File: src/rtl/tern_pkg.sv
// Shared ternary-weight types, code constants and quantize/decode helpers.
package tern_pkg;

  typedef logic [1:0] tern_code_t;

  localparam tern_code_t TERN_ZERO = 2'b00;
  localparam tern_code_t TERN_POS  = 2'b01;
  localparam tern_code_t TERN_NEG  = 2'b11;

  typedef enum logic [0:0] {
    StEmpty,
    StFill
  } pack_state_e;

  // Operands are ints, so -thresh never overflows for any legal sample width.
  function automatic tern_code_t tern_quant(input int sample, input int thresh);
    if (sample >= thresh) begin
      return TERN_POS;
    end else if (sample <= -thresh) begin
      return TERN_NEG;
    end else begin
      return TERN_ZERO;
    end
  endfunction

  function automatic logic tern_is_nz(input tern_code_t code);
    return code != TERN_ZERO;
  endfunction

  // Consumer-side decode: 00 -> 0, 01 -> +1, anything else -> -1.
  function automatic logic signed [1:0] tern_decode(input tern_code_t code);
    if (code == TERN_ZERO) begin
      return 2'sd0;
    end else if (code == TERN_POS) begin
      return 2'sd1;
    end else begin
      return -2'sd1;
    end
  endfunction

endpackage

File: src/rtl/ternary_quant_packer_if.sv
// Sample-in / packed-word-out handshake bundle for the ternary packer.
interface ternary_quant_packer_if #(
  parameter int unsigned DATA_W = 3,
  parameter int unsigned LANES  = 4
);
  localparam int unsigned CNT_W = $clog2(LANES + 1);

  logic                     in_vld;
  logic signed [DATA_W-1:0] in_data;
  logic                     in_last;
  logic                     in_rdy;
  logic                     out_vld;
  logic [2*LANES-1:0]       out_codes;
  logic [CNT_W-1:0]         out_cnt;
  logic [CNT_W-1:0]         out_nz;
  logic                     out_rdy;

  // Sample producer and word consumer side.
  modport master (
    output in_vld, in_data, in_last, out_rdy,
    input  in_rdy, out_vld, out_codes, out_cnt, out_nz
  );

  // The packer itself.
  modport slave (
    input  in_vld, in_data, in_last, out_rdy,
    output in_rdy, out_vld, out_codes, out_cnt, out_nz
  );
endinterface

File: src/rtl/ternary_quant_packer_quant_lane.sv
// Combinational sample -> ternary code quantizer with nonzero flag.
module tern_quant_lane
  import tern_pkg::*;
#(
  parameter int unsigned DATA_W = 3,
  parameter int unsigned THRESH = 1
) (
  input  logic signed [DATA_W-1:0] sample,
  output tern_code_t               code,
  output logic                     nz
);

  int sample_ext;

  // Sign-extend to int so the -THRESH compare cannot wrap at DATA_W bits.
  always_comb begin
    sample_ext = int'(sample);
    code       = tern_quant(sample_ext, int'(THRESH));
    nz         = tern_is_nz(code);
  end

endmodule

File: src/rtl/ternary_quant_packer.sv
// Quantizes a signed sample stream to ternary codes and packs LANES codes per word.
module ternary_quant_packer
  import tern_pkg::*;
#(
  parameter int unsigned DATA_W = 3,
  parameter int unsigned LANES  = 4,
  parameter int unsigned THRESH = 1
) (
  input logic                    clk,
  input logic                    rst_n,
  ternary_quant_packer_if.slave  bus
);

  localparam int unsigned CNT_W  = $clog2(LANES + 1);
  localparam int unsigned LANE_W = $clog2(LANES);
  localparam int unsigned WORD_W = 2 * LANES;

  pack_state_e       state_q, state_d;
  logic [LANE_W-1:0] lane_cnt_q, lane_cnt_d;
  logic [WORD_W-1:0] acc_q, acc_d;
  logic [CNT_W-1:0]  acc_nz_q, acc_nz_d;
  logic              out_vld_q, out_vld_d;
  logic [WORD_W-1:0] out_codes_q, out_codes_d;
  logic [CNT_W-1:0]  out_cnt_q, out_cnt_d;
  logic [CNT_W-1:0]  out_nz_q, out_nz_d;

  tern_code_t        code;
  logic              code_nz;
  logic              accept;
  logic              last_lane;
  logic              complete;
  logic [WORD_W-1:0] merged;
  logic [CNT_W-1:0]  merged_nz;

  tern_quant_lane #(
    .DATA_W (DATA_W),
    .THRESH (THRESH)
  ) u_quant_lane (
    .sample (bus.in_data),
    .code   (code),
    .nz     (code_nz)
  );

  // A stalled output word blocks intake, which also freezes the accumulator.
  assign bus.in_rdy = !out_vld_q || bus.out_rdy;
  assign accept     = bus.in_vld && bus.in_rdy;
  assign last_lane  = lane_cnt_q == LANE_W'(LANES - 1);
  assign complete   = accept && (last_lane || bus.in_last);

  assign bus.out_vld   = out_vld_q;
  assign bus.out_codes = out_codes_q;
  assign bus.out_cnt   = out_cnt_q;
  assign bus.out_nz    = out_nz_q;

  // Accumulator with the incoming code placed in lane lane_cnt_q; upper lanes stay zero.
  always_comb begin
    merged = acc_q;
    for (int i = 0; i < int'(LANES); i++) begin
      if (lane_cnt_q == LANE_W'(i)) begin
        merged[2*i +: 2] = code;
      end
    end
    merged_nz = acc_nz_q + CNT_W'(code_nz);
  end

  // FSM state register.
  always_ff @(posedge clk or negedge rst_n) begin
    if (!rst_n) begin
      state_q <= StEmpty;
    end else begin
      state_q <= state_d;
    end
  end

  // FSM next state: a word completing on its first sample never leaves StEmpty.
  always_comb begin
    state_d = state_q;
    unique case (state_q)
      StEmpty: if (accept && !complete) state_d = StFill;
      StFill:  if (complete) state_d = StEmpty;
      default: state_d = StEmpty;
    endcase
  end

  // Datapath next values: lane fill, word emission and output hold/drop.
  always_comb begin
    lane_cnt_d  = lane_cnt_q;
    acc_d       = acc_q;
    acc_nz_d    = acc_nz_q;
    out_vld_d   = out_vld_q;
    out_codes_d = out_codes_q;
    out_cnt_d   = out_cnt_q;
    out_nz_d    = out_nz_q;

    if (accept) begin
      if (complete) begin
        lane_cnt_d = '0;
        acc_d      = '0;
        acc_nz_d   = '0;
      end else begin
        lane_cnt_d = lane_cnt_q + LANE_W'(1);
        acc_d      = merged;
        acc_nz_d   = merged_nz;
      end
    end

    // A new word overwrites one being handed off in the same cycle, so no bubble.
    if (complete) begin
      out_vld_d   = 1'b1;
      out_codes_d = merged;
      out_cnt_d   = CNT_W'(lane_cnt_q) + CNT_W'(1);
      out_nz_d    = merged_nz;
    end else if (out_vld_q && bus.out_rdy) begin
      out_vld_d = 1'b0;
    end
  end

  // Datapath registers; reset discards any partial fill and any pending word.
  always_ff @(posedge clk or negedge rst_n) begin
    if (!rst_n) begin
      lane_cnt_q  <= '0;
      acc_q       <= '0;
      acc_nz_q    <= '0;
      out_vld_q   <= 1'b0;
      out_codes_q <= '0;
      out_cnt_q   <= '0;
      out_nz_q    <= '0;
    end else begin
      lane_cnt_q  <= lane_cnt_d;
      acc_q       <= acc_d;
      acc_nz_q    <= acc_nz_d;
      out_vld_q   <= out_vld_d;
      out_codes_q <= out_codes_d;
      out_cnt_q   <= out_cnt_d;
      out_nz_q    <= out_nz_d;
    end
  end

  // A stalled word must stay put until the consumer takes it.
  assert property (@(posedge clk) disable iff (!rst_n)
    (out_vld_q && !bus.out_rdy) |=>
      (out_vld_q && $stable(out_codes_q) && $stable(out_cnt_q) && $stable(out_nz_q)));

  // StEmpty always means no lanes are pending.
  assert property (@(posedge clk) disable iff (!rst_n)
    (state_q == StEmpty) |-> (lane_cnt_q == '0));

  // The reserved code 2'b10 is never emitted.
  for (genvar g = 0; g < int'(LANES); g++) begin : g_lane_legal
    assert property (@(posedge clk) disable iff (!rst_n)
      out_vld_q |-> (out_codes_q[2*g +: 2] != 2'b10));
  end

endmodule

File: src/flat_wrapper.sv
// flat-port wrapper written by rule: the top's interface ports become plain ports
module ternary_quant_packer_flat import tern_pkg::*;
#(
  parameter int unsigned DATA_W = 3,
  parameter int unsigned LANES  = 4,
  parameter int unsigned THRESH = 1
)
  (clk, rst_n, bus_in_vld, bus_in_data, bus_in_last, bus_out_rdy, bus_in_rdy, bus_out_vld, bus_out_codes, bus_out_cnt, bus_out_nz);
  ternary_quant_packer_if #(.DATA_W(DATA_W), .LANES(LANES)) bus_i ();
  input logic clk;
  input logic rst_n;
  input wire logic [$bits(bus_i.in_vld)-1:0] bus_in_vld;
  input wire logic [$bits(bus_i.in_data)-1:0] bus_in_data;
  input wire logic [$bits(bus_i.in_last)-1:0] bus_in_last;
  input wire logic [$bits(bus_i.out_rdy)-1:0] bus_out_rdy;
  output wire logic [$bits(bus_i.in_rdy)-1:0] bus_in_rdy;
  output wire logic [$bits(bus_i.out_vld)-1:0] bus_out_vld;
  output wire logic [$bits(bus_i.out_codes)-1:0] bus_out_codes;
  output wire logic [$bits(bus_i.out_cnt)-1:0] bus_out_cnt;
  output wire logic [$bits(bus_i.out_nz)-1:0] bus_out_nz;
  assign bus_i.in_vld = bus_in_vld;
  assign bus_i.in_data = bus_in_data;
  assign bus_i.in_last = bus_in_last;
  assign bus_i.out_rdy = bus_out_rdy;
  assign bus_in_rdy = bus_i.in_rdy;
  assign bus_out_vld = bus_i.out_vld;
  assign bus_out_codes = bus_i.out_codes;
  assign bus_out_cnt = bus_i.out_cnt;
  assign bus_out_nz = bus_i.out_nz;
  ternary_quant_packer #(.DATA_W(DATA_W), .LANES(LANES), .THRESH(THRESH)) u_core (.clk(clk), .rst_n(rst_n), .bus(bus_i));
endmodule
File: config.mk
export PLATFORM = sky130hd
export DESIGN_NAME = ternary_quant_packer_flat
export DESIGN_NICKNAME = d
export VERILOG_FILES = /design/src/rtl/tern_pkg.sv /design/src/rtl/ternary_quant_packer_if.sv /design/src/rtl/ternary_quant_packer_quant_lane.sv /design/src/rtl/ternary_quant_packer.sv /design/src/flat_wrapper.sv
export SDC_FILE = /design/constraint.sdc
export NUM_CORES = 1
export LEC_CHECK = 0
export ABC_AREA = 1
export BUFFER_PORTS_ARGS = -buffer_cell sky130_fd_sc_hd__buf_2
export CORE_MARGIN = 2
export CORE_UTILIZATION = 53
export DETAILED_ROUTE_END_ITERATION = 16
export GPL_ROUTABILITY_DRIVEN = 0
export MAX_ROUTING_LAYER = met4
export PLACE_DENSITY = 0.8
export RECOVER_POWER = 100
export SLEW_MARGIN = 5
export SYNTH_ARGS = -nofsm -noshare
export SYNTH_HDL_FRONTEND = slang
export SYNTH_SLANG_ARGS = --single-unit
File: constraint.sdc
create_clock -name clk -period 1.4 [get_ports clk]
set_input_delay 0.14 -clock clk [delete_from_list [all_inputs] [get_ports clk]]
set_output_delay 0.14 -clock clk [all_outputs]
set_load 0.005 [all_outputs]
==> impl_metrics.json, run 1 <==
{
  "ys_types": 23,
  "syn-num-nets": 175,
  "antenna_found_initial": 0,
  "htree_levels": 1,
  "cts_sinks": 28,
  "clk_pin_slew_ns": 0.14,
  "hold_viol": 0,
  "layout-drive-gt1-share_pct": 27.8,
  "whs_path_depth": 4,
  "vdd_ir_drop_max_v": 0.000937,
  "p_leak_nw": 0.926,
  "status": "completed",
  "fin_crit_sh_pct": 93.6,
  "fmax_mhz": 763,
  "vias_per_cell": 5.06,
  "rows": 18,
  "p_per_area_nw_per_um2": 1230,
  "firstDrtPassIters": 4,
  "final_cells": 224,
  "clock_skew_ns": 0.00830,
  "fp.dieW_um": 55.9,
  "worstSetupPathType": "input port to register",
  "vias": 1133,
  "drv_cap": 0,
  "rsz0062_at_grt": "false",
  "synthCells": 160,
  "cts_tree": "built",
  "setup_viol": 0,
  "grt_max_degree": 29,
  "cts_made_buffers": 3,
  "grt-ovfl-total": 0,
  "drv_slew": 0,
  "min_path_type": "input port to register",
  "nFillCells": 224,
  "wire_per_inst_um": 12.2,
  "setup.worst_path.end_class": "register",
  "io-pin-count": 24,
  "synth_seq_cells": 28,
  "routed_wl_um": 2740,
  "worstPathArrival_ns": 1.54,
  "num_antenna_cells": 0,
  "design.core.area_um2": 2520,
  "clockRootBuffer": "clkbuf_4",
  "crit_fanout": 3,
  "die_height_um": 55.9,
  "grt_util_all_layers_pct": 21.2,
  "insertion_delay_ns": 0.33,
  "yosys_warnings": 0,
  "drc": 0,
  "grt_pass1_wl_um": 5000,
  "synth_area_per_cell_um2": 8.91,
  "rr_worst_depth": 6,
  "postCtsSetupBuffers": 0,
  "total_power_mw": 2.09,
  "critPathLaunchType": "input port",
  "initial_utilization_pct": 56.5,
  "yosysSeqAreaShare_pct": 49.2,
  "hpwl_um": 2060,
  "area_growth_pct": 18.8,
  "slew_headroom_pct": 55.0,
  "fin_crit_ns": 1.31,
  "netlist_area_um2": 1430,
  "placedCellCount": 220,
  "critPathRequiredTime_ns": 1.63,
  "drt.antenna.violating_nets": 0,
  "grt_pass1_vias": 1113,
  "dieArea_um2": 3120,
  "drt_iter0_drc": 33,
  "max_slew.worst_pin.slew_ns": 0.675,
  "port_buffers": 23,
  "clockBufferDepth": 2,
  "fin_nets": 211
}
layout by cell type, fill, tap and decap left out, drive strengths merged, types with 2 or more instances in the layout:
cell type / Yosys / final
nand4: 5 / 5
inv: 19 / 19
o21ai: 10 / 10
dfrtp: 28 / 28
nand3: 16 / 16
clkbuf: 0 / 11
ha: 7 / 7
nand2: 62 / 62
or2: 4 / 4
buf: 3 / 25
nor2: 2 / 2
sequential cells by signal, indices dropped and copies added, names as in the netlist:
| name | cells |
|---|---|
| u_core.acc_q | 8 |
| u_core.bus.out_vld | 1 |
| u_core.bus.out_codes | 8 |
| u_core.lane_cnt_q | 2 |
| u_core.bus.out_nz | 3 |
| u_core.bus.out_cnt | 3 |
| u_core.acc_nz_q | 3 |
kinds of logic after synthesis:
group | share of synthesized area [%]
adder cells (fa/ha/maj) | 6.15
flip-flops | 49.2
buffers and inverters | 7.11
AND/OR/NAND/NOR | 30.2
AO/OA/AOI/OAI | 6.76
XOR/XNOR | 0.615
timing repair:
item,4_1_cts,5_1_grt
hold buffers,1,0
endpoints found under the setup margin,1,19
pin swaps,0,1
resized for setup,1,4
endpoints found under the hold margin,28,0
critical path, stage by stage:
cell     delay [ns]
buf_2          0.14
nand2_8        0.07
inv_4          0.04
ha_4           0.25
a21oi_4        0.12
nand3_1        0.09
ha_2           0.20
ha_4           0.15
xor2_1         0.16
a22o_1         0.18
layout make-up:
type / instances / area (um2) / share of cell area [%]
flip-flops and latches: 28 / 701 / 41.4
repair buffers: 34 / 190 / 11.2
clock buffers: 3 / 22.5 / 1.33
multi-input cells: 110 / 658 / 38.9
well taps: 30 / 37.5 / 2.22
inverters: 19 / 83.8 / 4.95
stage by stage:
| step | utilization, % | hold WS [ns] | setup slack, ns | TNS, ns | area [um2] |
|---|---|---|---|---|---|
| final | 67.1 | 0.121 | 0.0890 | 0 | 1690 |
| after floorplan | - | -0.156 | -0.117 | -0.164 | 1480 |
| after global routing | 67.1 | 0.134 | 0.0290 | 0 | 1690 |
| after CTS | 68.0 | 0.0845 | 0.0141 | 0 | 1710 |
| after detailed placement | 66.6 | 0.193 | -0.280 | -0.992 | 1680 |
| after global placement | 66.6 | 0.174 | -0.236 | -0.744 | 1680 |
Yosys cell counts:
cell	instances	share of area (%)
dfrtp_1	28	49
xor2_1	1	0.61
nand2_2	2	0.88
inv_2	4	1.1
o21ai_0	4	1.4
nand3_2	1	0.70
o22ai_1	1	0.44
inv_4	1	0.44
nand2_1	59	16
a21oi_2	1	0.61
a22o_1	1	0.61
nand2_4	1	0.79
nand4_1	5	2.2
nand3_1	14	4.9
ha_1	7	6.1
buf_2	1	0.35
nand3_4	1	1.2
or2_2	4	1.8
nor2_8	1	1.4
o21ai_2	6	3.7
nor2_4	1	0.79
inv_1	14	3.7
buf_6	2	1.6
final timing paths:
check | slack [ns] | startpoint | end
worst max-delay path | 0.09 | bus_in_data[1] | u_core.acc_nz_q[2]
worst min-delay path | 0.12 | bus_out_rdy | u_core.bus.out_vld
worst max register to register | 0.09 | u_core.lane_cnt_q[0] | u_core.bus.out_codes[4]
worst min register to register | 0.49 | u_core.bus.out_codes[5] | u_core.bus.out_codes[5]
max in group asynchronous | 0.60 | rst_n | u_core.acc_nz_q[1]
min in group asynchronous | 0.36 | rst_n | u_core.bus.out_codes[1]
per-layer routing:
layer	track usage, %	wire, um	vias up
met5	-	0	-
met4	8.16	53	0
met3	3.49	128	5
met2	33.2	1300	32
met1	27.9	1260	514
li1	-	-	582
report_power, final:
| group | leakage [nW] | switching (mW) | internal (mW) |
|---|---|---|---|
| Sequential | 0.371 | 0.100 | 0.987 |
| Clock | 0.0138 | 0.223 | 0.101 |
| Combinational | 0.542 | 0.380 | 0.297 |
| Total | 0.926 | 0.703 | 1.39 |
No activity file was read; power rests on OpenSTA's default activity.
==> inputs of run 2 (changes only) <==
--- a/constraint.sdc
+++ b/constraint.sdc
@@ -3,2 +3,2 @@
 set_output_delay 0.14 -clock clk [all_outputs]
-set_load 0.005 [all_outputs]
+set_load 0.01 [all_outputs]
==> run 2 against run 1 <==
  * Critical path depth unchanged
  * Total power is 1.5% higher
  * Die area unchanged
  * Final cell count unchanged
  * Clock power barely moved
  * Hold slack barely moved
  * Sequential power about the same
  * First-iteration DRC count decreased by 3.0%
  * Global-route usage stayed put
  * Sequential cell count unchanged
  * Sequential share of layout area is 0.28 points higher
  * Largest cell class unchanged
  * Largest power group unchanged
==> impl_metrics.json, run 2 (synthesis results as in run 1) <==
{
  "fmax_mhz": 763,
  "cts_made_buffers": 3,
  "worstPathArrival_ns": 1.54,
  "hold_viol": 0,
  "clock_skew_ns": 0.00826,
  "vias_per_cell": 5.05,
  "dp_slack_ns": -0.280,
  "grt-ovfl-total": 0,
  "fin_crit_ns": 1.31,
  "critPathLaunchType": "input port",
  "drt_iter0_drc": 32,
  "setup.worst_path.end_class": "register",
  "crit_start": "bus_in_data[1]",
  "layout_commonest_cell": "nand2_1",
  "worst_slack_ns": 0.0890,
  "fin_util_pct": 66.7,
  "maxUsedRoutingLayer": "met4",
  "crit_fanout": 3,
  "htree_levels": 1,
  "grt_pass1_vias": 1113,
  "clockBufferDepth": 2,
  "p_per_area_nw_per_um2": 1260,
  "io-pin-count": 24,
  "final_area_um2": 1680,
  "grt_pass1_wl_um": 5000,
  "grt_util_all_layers_pct": 21.2,
  "wire_per_inst_um": 12.2,
  "rows": 18,
  "postCtsSetupBuffers": 0,
  "postPlaceCellArea_um2": 1680,
  "initial_utilization_pct": 56.5,
  "firstDrtPassIters": 4,
  "fin_crit_sh_pct": 93.6,
  "drv_cap": 0,
  "wl_met1_um": 1250,
  "port_buffers": 23,
  "min_path_type": "input port to register",
  "wl_met2_um": 1300,
  "cts_tree": "built",
  "num_antenna_cells": 0,
  "p_leak_nw": 0.893,
  "fin_nets": 211,
  "slew_headroom_pct": 55.0,
  "vias": 1132,
  "max_slew.worst_pin.slew_ns": 0.675,
  "design.core.area_um2": 2520,
  "dieArea_um2": 3120,
  "antenna_found_initial": 0,
  "critPathRequiredTime_ns": 1.63,
  "endpoint": "u_core.acc_nz_q[2]",
  "fp.dieW_um": 55.9,
  "rr_startpoint": "u_core.lane_cnt_q[0]",
  "hpwl_um": 2060,
  "die_height_um": 55.9,
  "reg2reg_to": "u_core.bus.out_codes[4]",
  "insertion_delay_ns": 0.33,
  "total_power_mw": 2.12,
  "vdd_ir_drop_max_v": 0.000939,
  "routed_wl_um": 2740,
  "area_growth_pct": 18.0,
  "r2r_setup_slack_ns": 0.09,
  "clk_pin_slew_ns": 0.14,
  "worstSetupPathType": "input port to register",
  "setup_viol": 0,
  "clockRootBuffer": "clkbuf_4",
  "grt_max_degree": 29,
  "cts_sinks": 28,
  "drc": 0,
  "layout-drive-gt1-share_pct": 23.2,
  "drv_slew": 0,
  "wl_met3_um": 138,
  "final_cell_mix": "59 x nand2_1, 28 x dfrtp_1, 15 x clkbuf_1",
  "rr_worst_depth": 6,
  "drt.antenna.violating_nets": 0,
  "status": "completed",
  "rsz0062_at_grt": "false"
}
==> run 2: cell count changes in the layout (fill, tap and decap cells not counted), sizes merged <==
cell,before,now
buf,25,16
clkbuf,11,20
==> run 2: what timing repair did <==
action / 4_1_cts / 5_1_grt
hold endpoints to repair: 28 / 0
endpoints found under the setup margin: 1 / 19
pin swaps: 0 / 1
hold buffers: 1 / 0
gates resized for setup: 1 / 4
==> run 2: how the worst min path moves through the flow <==
stage,from,to,slack (ns),depth (start not counted)
global placement,rst_n,u_core.bus.out_codes[3],0.17,1
detailed placement,rst_n,u_core.bus.out_codes[3],0.19,1
global route,bus_out_rdy,u_core.bus.out_vld,0.13,4
CTS,bus_out_rdy,u_core.bus.out_vld,0.08,4
floorplan,rst_n,u_core.acc_nz_q[0],-0.16,0
finish,bus_out_rdy,u_core.bus.out_vld,0.12,4
==> run 2: report_power, final <==
part	switching, mW	total [mW]	internal (mW)
Sequential	0.102	1.09	0.987
Clock	0.223	0.325	0.101
Combinational	0.428	0.707	0.279
Total	0.753	2.12	1.37
==> run 2: worst max-delay path: stages <==
cell	delay, ns
buf_2	0.14
nand2_8	0.07
inv_4	0.04
ha_4	0.25
a21oi_4	0.12
nand3_1	0.09
ha_2	0.20
ha_4	0.15
xor2_1	0.16
a22o_1	0.18
==> run 2: metrics by stage <==
stage	std cells	hold WS, ns	setup TNS (ns)
finish	224	0.121	0
CTS	224	0.0845	0
detailed placement	220	0.193	-0.992
global placement	220	0.174	-0.744
floorplan	160	-0.156	-0.164
global route	224	0.134	0
==> run 2: cell type report <==
class	count	area (um2)
clock buffer	3	22.5
fill	231	841
inverter	19	83.8
multi-input combinational	110	658
timing repair buffer	34	179
tap	30	37.5
sequential	28	701
==> run 2: routing by layer <==
metal	up-vias	GRT usage, %
met4	0	8.16
met5	-	-
li1	582	-
met2	36	33.2
met1	509	27.9
met3	5	3.49
